### src/rtl/carry_save_adder3_if.sv
// Operand/result bundle for carry_save_adder3.
// The master drives operands and observes results; the slave is the adder.
interface carry_save_adder3_if #(
  parameter int WIDTH = 4
);
  logic             in_valid;
  logic [WIDTH-1:0] x;
  logic [WIDTH-1:0] y;
  logic [WIDTH-1:0] z;
  logic [WIDTH:0]   s;
  logic             carry;
  logic             out_valid;

  modport master (
    output in_valid, x, y, z,
    input  s, carry, out_valid
  );

  modport slave (
    input  in_valid, x, y, z,
    output s, carry, out_valid
  );
endinterface

### src/rtl/carry_save_adder3.sv
// Three-operand unsigned adder: carry-save row, then ripple carry-propagate, registered result.
// Define CSA_PIPE_EN to register ps/cv between the two stages (latency 2 instead of 1).
module carry_save_adder3 #(
  parameter int WIDTH = 4
) (
  input  logic                 clk,
  input  logic                 rst_n,
  carry_save_adder3_if.slave   bus
);

  localparam int SW = WIDTH + 2;

  // Carry-save row: one full adder per bit, carries shifted up by one.
  logic [WIDTH-1:0] ps;
  logic [WIDTH:0]   cv;

  assign cv[0] = 1'b0;

  generate
    for (genvar gi = 0; gi < WIDTH; gi++) begin : g_csa
      assign ps[gi]   = bus.x[gi] ^ bus.y[gi] ^ bus.z[gi];
      assign cv[gi+1] = (bus.x[gi] & bus.y[gi]) |
                        (bus.x[gi] & bus.z[gi]) |
                        (bus.y[gi] & bus.z[gi]);
    end
  endgenerate

  logic [WIDTH-1:0] cpa_ps;
  logic [WIDTH:0]   cpa_cv;
  logic             cpa_valid;

`ifdef CSA_PIPE_EN
  logic [WIDTH-1:0] ps_d, ps_q;
  logic [WIDTH:0]   cv_d, cv_q;
  logic             stage_valid_d, stage_valid_q;

  // Vectors only load on valid cycles so undriven operands never reach the CPA.
  always_comb begin
    ps_d          = ps_q;
    cv_d          = cv_q;
    stage_valid_d = bus.in_valid;
    if (bus.in_valid) begin
      ps_d = ps;
      cv_d = cv;
    end
  end

  always_ff @(posedge clk or negedge rst_n) begin
    if (!rst_n) begin
      ps_q          <= '0;
      cv_q          <= '0;
      stage_valid_q <= 1'b0;
    end else begin
      ps_q          <= ps_d;
      cv_q          <= cv_d;
      stage_valid_q <= stage_valid_d;
    end
  end

  assign cpa_ps    = ps_q;
  assign cpa_cv    = cv_q;
  assign cpa_valid = stage_valid_q;
`else
  assign cpa_ps    = ps;
  assign cpa_cv    = cv;
  assign cpa_valid = bus.in_valid;
`endif

  // Ripple carry-propagate over zero-extended vectors, carry-in 0.
  logic [SW-1:0] cpa_a;
  logic [SW-1:0] cpa_b;
  logic          cpa_c;
  logic [SW-1:0] sum_full;

  always_comb begin
    cpa_a    = {2'b00, cpa_ps};
    cpa_b    = {1'b0, cpa_cv};
    cpa_c    = 1'b0;
    sum_full = '0;
    for (int i = 0; i < SW; i++) begin
      sum_full[i] = cpa_a[i] ^ cpa_b[i] ^ cpa_c;
      cpa_c       = (cpa_a[i] & cpa_b[i]) | (cpa_a[i] & cpa_c) | (cpa_b[i] & cpa_c);
    end
  end

  logic [WIDTH:0] s_d, s_q;
  logic           carry_d, carry_q;
  logic           out_valid_d, out_valid_q;

  always_comb begin
    s_d         = s_q;
    carry_d     = carry_q;
    out_valid_d = cpa_valid;
    if (cpa_valid) begin
      {carry_d, s_d} = sum_full;
    end
  end

  always_ff @(posedge clk or negedge rst_n) begin
    if (!rst_n) begin
      s_q         <= '0;
      carry_q     <= 1'b0;
      out_valid_q <= 1'b0;
    end else begin
      s_q         <= s_d;
      carry_q     <= carry_d;
      out_valid_q <= out_valid_d;
    end
  end

  assign bus.s         = s_q;
  assign bus.carry     = carry_q;
  assign bus.out_valid = out_valid_q;

endmodule

### src/flat_wrapper.sv
// flat-port wrapper written by rule: the top's interface ports become plain ports
module carry_save_adder3_flat 
#(
  parameter int WIDTH = 4
)
  (clk, rst_n, bus_in_valid, bus_x, bus_y, bus_z, bus_s, bus_carry, bus_out_valid);
  carry_save_adder3_if #(.WIDTH(WIDTH)) bus_i ();
  input  logic clk;
  input  logic rst_n;
  input wire logic [$bits(bus_i.in_valid)-1:0] bus_in_valid;
  input wire logic [$bits(bus_i.x)-1:0] bus_x;
  input wire logic [$bits(bus_i.y)-1:0] bus_y;
  input wire logic [$bits(bus_i.z)-1:0] bus_z;
  output wire logic [$bits(bus_i.s)-1:0] bus_s;
  output wire logic [$bits(bus_i.carry)-1:0] bus_carry;
  output wire logic [$bits(bus_i.out_valid)-1:0] bus_out_valid;
  assign bus_i.in_valid = bus_in_valid;
  assign bus_i.x = bus_x;
  assign bus_i.y = bus_y;
  assign bus_i.z = bus_z;
  assign bus_s = bus_i.s;
  assign bus_carry = bus_i.carry;
  assign bus_out_valid = bus_i.out_valid;
  carry_save_adder3 #(.WIDTH(WIDTH)) u_core (.clk(clk), .rst_n(rst_n), .bus(bus_i));
endmodule
### config.mk
export PLATFORM = sky130hd
export DESIGN_NAME = carry_save_adder3_flat
export DESIGN_NICKNAME = d
export VERILOG_FILES = /design/src/rtl/carry_save_adder3_if.sv /design/src/rtl/carry_save_adder3.sv /design/src/flat_wrapper.sv
export SDC_FILE = /design/constraint.sdc
export NUM_CORES = 1
export LEC_CHECK = 0
export ABC_AREA = 1
export CAP_MARGIN = 20
export CORE_AREA = 2 2 39 41
export CTS_BUF_LIST = sky130_fd_sc_hd__clkbuf_16
export DETAILED_ROUTE_END_ITERATION = 8
export DIE_AREA = 0 0 41 43
export PLACE_DENSITY = 0.72
export SETUP_SLACK_MARGIN = 0.4
export SLEW_MARGIN = 5
export SYNTH_ARGS = -nofsm -noshare
export SYNTH_HDL_FRONTEND = slang
export SYNTH_SLANG_ARGS = --single-unit
### constraint.sdc
create_clock -name clk -period 1.5 [get_ports clk]
set_input_delay 0.3 -clock clk [delete_from_list [all_inputs] [get_ports clk]]
set_output_delay 0.3 -clock clk [all_outputs]
set_load 0.01 [all_outputs]
==> results.py <==
metrics = {
    "power": {
        "power_mw": 0.938,
        "switching_power_mw": 0.241,
        "clkPwrFrac_pct": 47.5,
        "pwr-share-comb_pct": 26.4,
        "ir_drop_v": 0.000905,
        "seq_power_share_pct": 26.1,
        "internal-power_mw": 0.697,
        "p_per_area_mw_per_mm2": 1230,
        "p_leak_nw": 0.411,
        "swShare_pct": 25.7,
    },
    "clock_tree": {
        "clockRootBuffer": "clkbuf_16",
        "cts_tree": "built",
        "hold_buffers": 0,
        "cts_buffer_depth": 2,
        "h-tree-depth": 1,
        "cts_num_sinks": 7,
        "clkTransAtPathRegs_ns": 0.04,
        "clk_latency_ns": 0.23,
        "cts_buffers": 3,
    },
    "synthesis": {
        "yosysWarnings": 0,
        "synth.distinct_cells": 6,
        "synth_top_area_cell": "dfrtp_1",
        "synth-seq-cells": 7,
        "synth_nets": 72,
        "ys_seq_area_share_pct": 39.1,
        "syn_inst": 49,
        "synth_area_leaders": "dfrtp_1, fa_1, nand2_1",
        "syn_area_um2": 448,
        "yosys.area.top_type_share_pct": 39.1,
        "avgSynthCellArea_um2": 9.14,
    },
    "sta": {
        "grt_setup_unrepaired": "true",
        "fmax_mhz": 486,
        "period_share_pct": 137,
        "setup_viol": 4,
        "tightest_slew_ns": 0.321,
        "timing.final.ws_setup_ns": -0.558,
        "period_needed_ns": 2.06,
        "report.final.slew_viol_count": 0,
        "finClkSkew_ns": 0,
        "finalHoldViolations": 0,
        "relSlewSlack_pct": 78.5,
    },
    "routing": {
        "drt_iter0_drc": 5,
        "wl_per_cell_um": 9.59,
        "vias": 385,
        "dr.pass1.iters": 2,
        "drc_errors": 0,
        "via_per_inst": 4.23,
        "wirelength_um": 873,
        "ant_nets": 0,
    },
    "global_routing": {
        "grt_overflow": 0,
        "antenna_found_initial": 0,
        "grt.total_usage_pct": 14.1,
        "grt_pass1_vias": 384,
        "grt_max_degree": 8,
        "grt_pass1_wl_um": 1570,
    },
    "floorplanning": {
        "start_util_pct": 32.4,
        "core_mm2": 0.00138,
        "die_h_um": 43,
        "rows": 14,
        "die_w_um": 41,
        "dieArea_mm2": 0.00176,
        "io_pins": 22,
    },
    "layout": {
        "syn2layout_area_growth_pct": 70.7,
        "antenna_cells": 0,
        "stdcell_count": 91,
        "fin_nets": 99,
        "utilization_pct": 55.2,
        "n_fill_cell": 135,
        "layout-drive-gt1-share_pct": 52.0,
    },
    "place": {
        "dp_cells": 87,
        "globalplace.congestion": 0.744,
        "place_hpwl_um": 717,
        "numPortBuffers": 21,
    },
    "setup_path": {
        "worstPathArrival_ns": 2.18,
        "required_ns": 1.62,
        "cp_max_fo": 1,
        "endpoint_kind": "flip-flop",
        "worst_setup_path_start_kind": "primary input",
        "critPathKind": "in2reg",
    },
    "run_status": {
        "violations": "setup timing",
        "status": "finished with violations",
    },
    "min_path": {
        "hold_path_class": "in2async",
    },
    "run": {
        "maxCapViolations": 0,
    },
}
final cells by class:
class / count / area [um^2] / area share [%]
Multi-Input combinational cell: 26 / 258 / 33.7
Sequential cell: 7 / 175 / 22.9
Timing Repair Buffer: 22 / 165 / 21.6
Clock buffer: 3 / 75.1 / 9.82
Inverter: 16 / 67.6 / 8.84
Tap cell: 16 / 20.0 / 2.62
Clock inverter: 1 / 3.75 / 0.491
flip-flops by register name (all words and copies together), names as in the netlist:
name                  cells
u_core.bus.carry          1
u_core.bus.out_valid      1
u_core.bus.s              5
what timing repair did:
action	4_1_cts	5_1_grt
setup endpoints to repair	13	6
pin swaps	8	5
cloned	0	0
setup buffers	0	0
gates resized for setup	65	7
cell families after synthesis:
| logic type | Yosys count | share of synthesized area [%] |
|---|---|---|
| and+or+nand+nor | 18 | 15.1 |
| adders and majority gates | 8 | 32.4 |
| buffers and inverters | 16 | 13.4 |
| DFF | 7 | 39.1 |
worst max-delay path, cell delays in order:
cell and delay (ns):
buf_6 0.07, inv_2 0.03, fa_1 0.55, inv_2 0.05, ha_4 0.15, fa_2 0.33
fa_2 0.36, ha_4 0.25, nand2_2 0.05, nand2_2 0.04
cells in the mapped netlist (all sizes together):
cell type	instances
nand2	18
inv	16
dfrtp	7
fa	6
ha	2
per-layer routing:
layer  part of all wire (%)  vias up  wire length, um  track usage, %
li1                       -      184                -               -
met1                     40      183              351            15.8
met2                     49       18              432            19.7
met3                     10        0               88            9.95
met4                      0        0                0            6.00
met5                      0        -                0               0
power groups by stage:
stage / clock (mW) / sequential, mW / combinational [mW]
after floorplan: 0 / 0.266 / 0.100
after global placement: 0 / 0.248 / 0.257
after detailed placement: 0 / 0.248 / 0.263
after CTS: 0.456 / 0.245 / 0.242
after global routing: 0.473 / 0.251 / 0.282
final: 0.446 / 0.244 / 0.248
cell usage in the layout, fill, tap and decap left out:
cell type	n
nand2_1	13
clkdlybuf4s15_2	1
fa_2	3
clkdlybuf4s50_1	5
buf_2	9
dfrtp_1	7
clkbuf_2	2
clkbuf_16	3
inv_2	10
buf_6	2
dlygate4sd2_1	1
ha_4	2
clkdlybuf4s15_1	1
inv_1	6
fa_1	3
buf_4	1
nand2_2	5
inv_8	1
final timing paths:
path | startpoint | depth (start not counted) | to | slack (ns)
min in group clk | u_core.bus.carry | 2 | u_core.bus.carry | 0.46
min reg2reg | u_core.bus.carry | 2 | u_core.bus.carry | 0.46
max in group asynchronous | rst_n | 1 | u_core.bus.s[4] | 0.93
max reg2reg | u_core.bus.s[1] | 2 | u_core.bus.s[1] | 0.88
max | bus_y[1] | 10 | u_core.bus.s[4] | -0.56
min | rst_n | 1 | u_core.bus.out_valid | 0.33
stage by stage:
step                hold WS, ns  setup WS, ns  TNS [ns]  area, um^2
floorplan               0.00441        -0.680     -2.06         475
finish                    0.333        -0.558     -1.56         764
global placement          0.458         -1.31     -5.10         713
CTS                       0.343        -0.558     -1.52         763
detailed placement        0.461         -1.34     -5.22         713
global route              0.368        -0.585     -1.69         764
No activity file was read; power rests on OpenSTA's default activity.
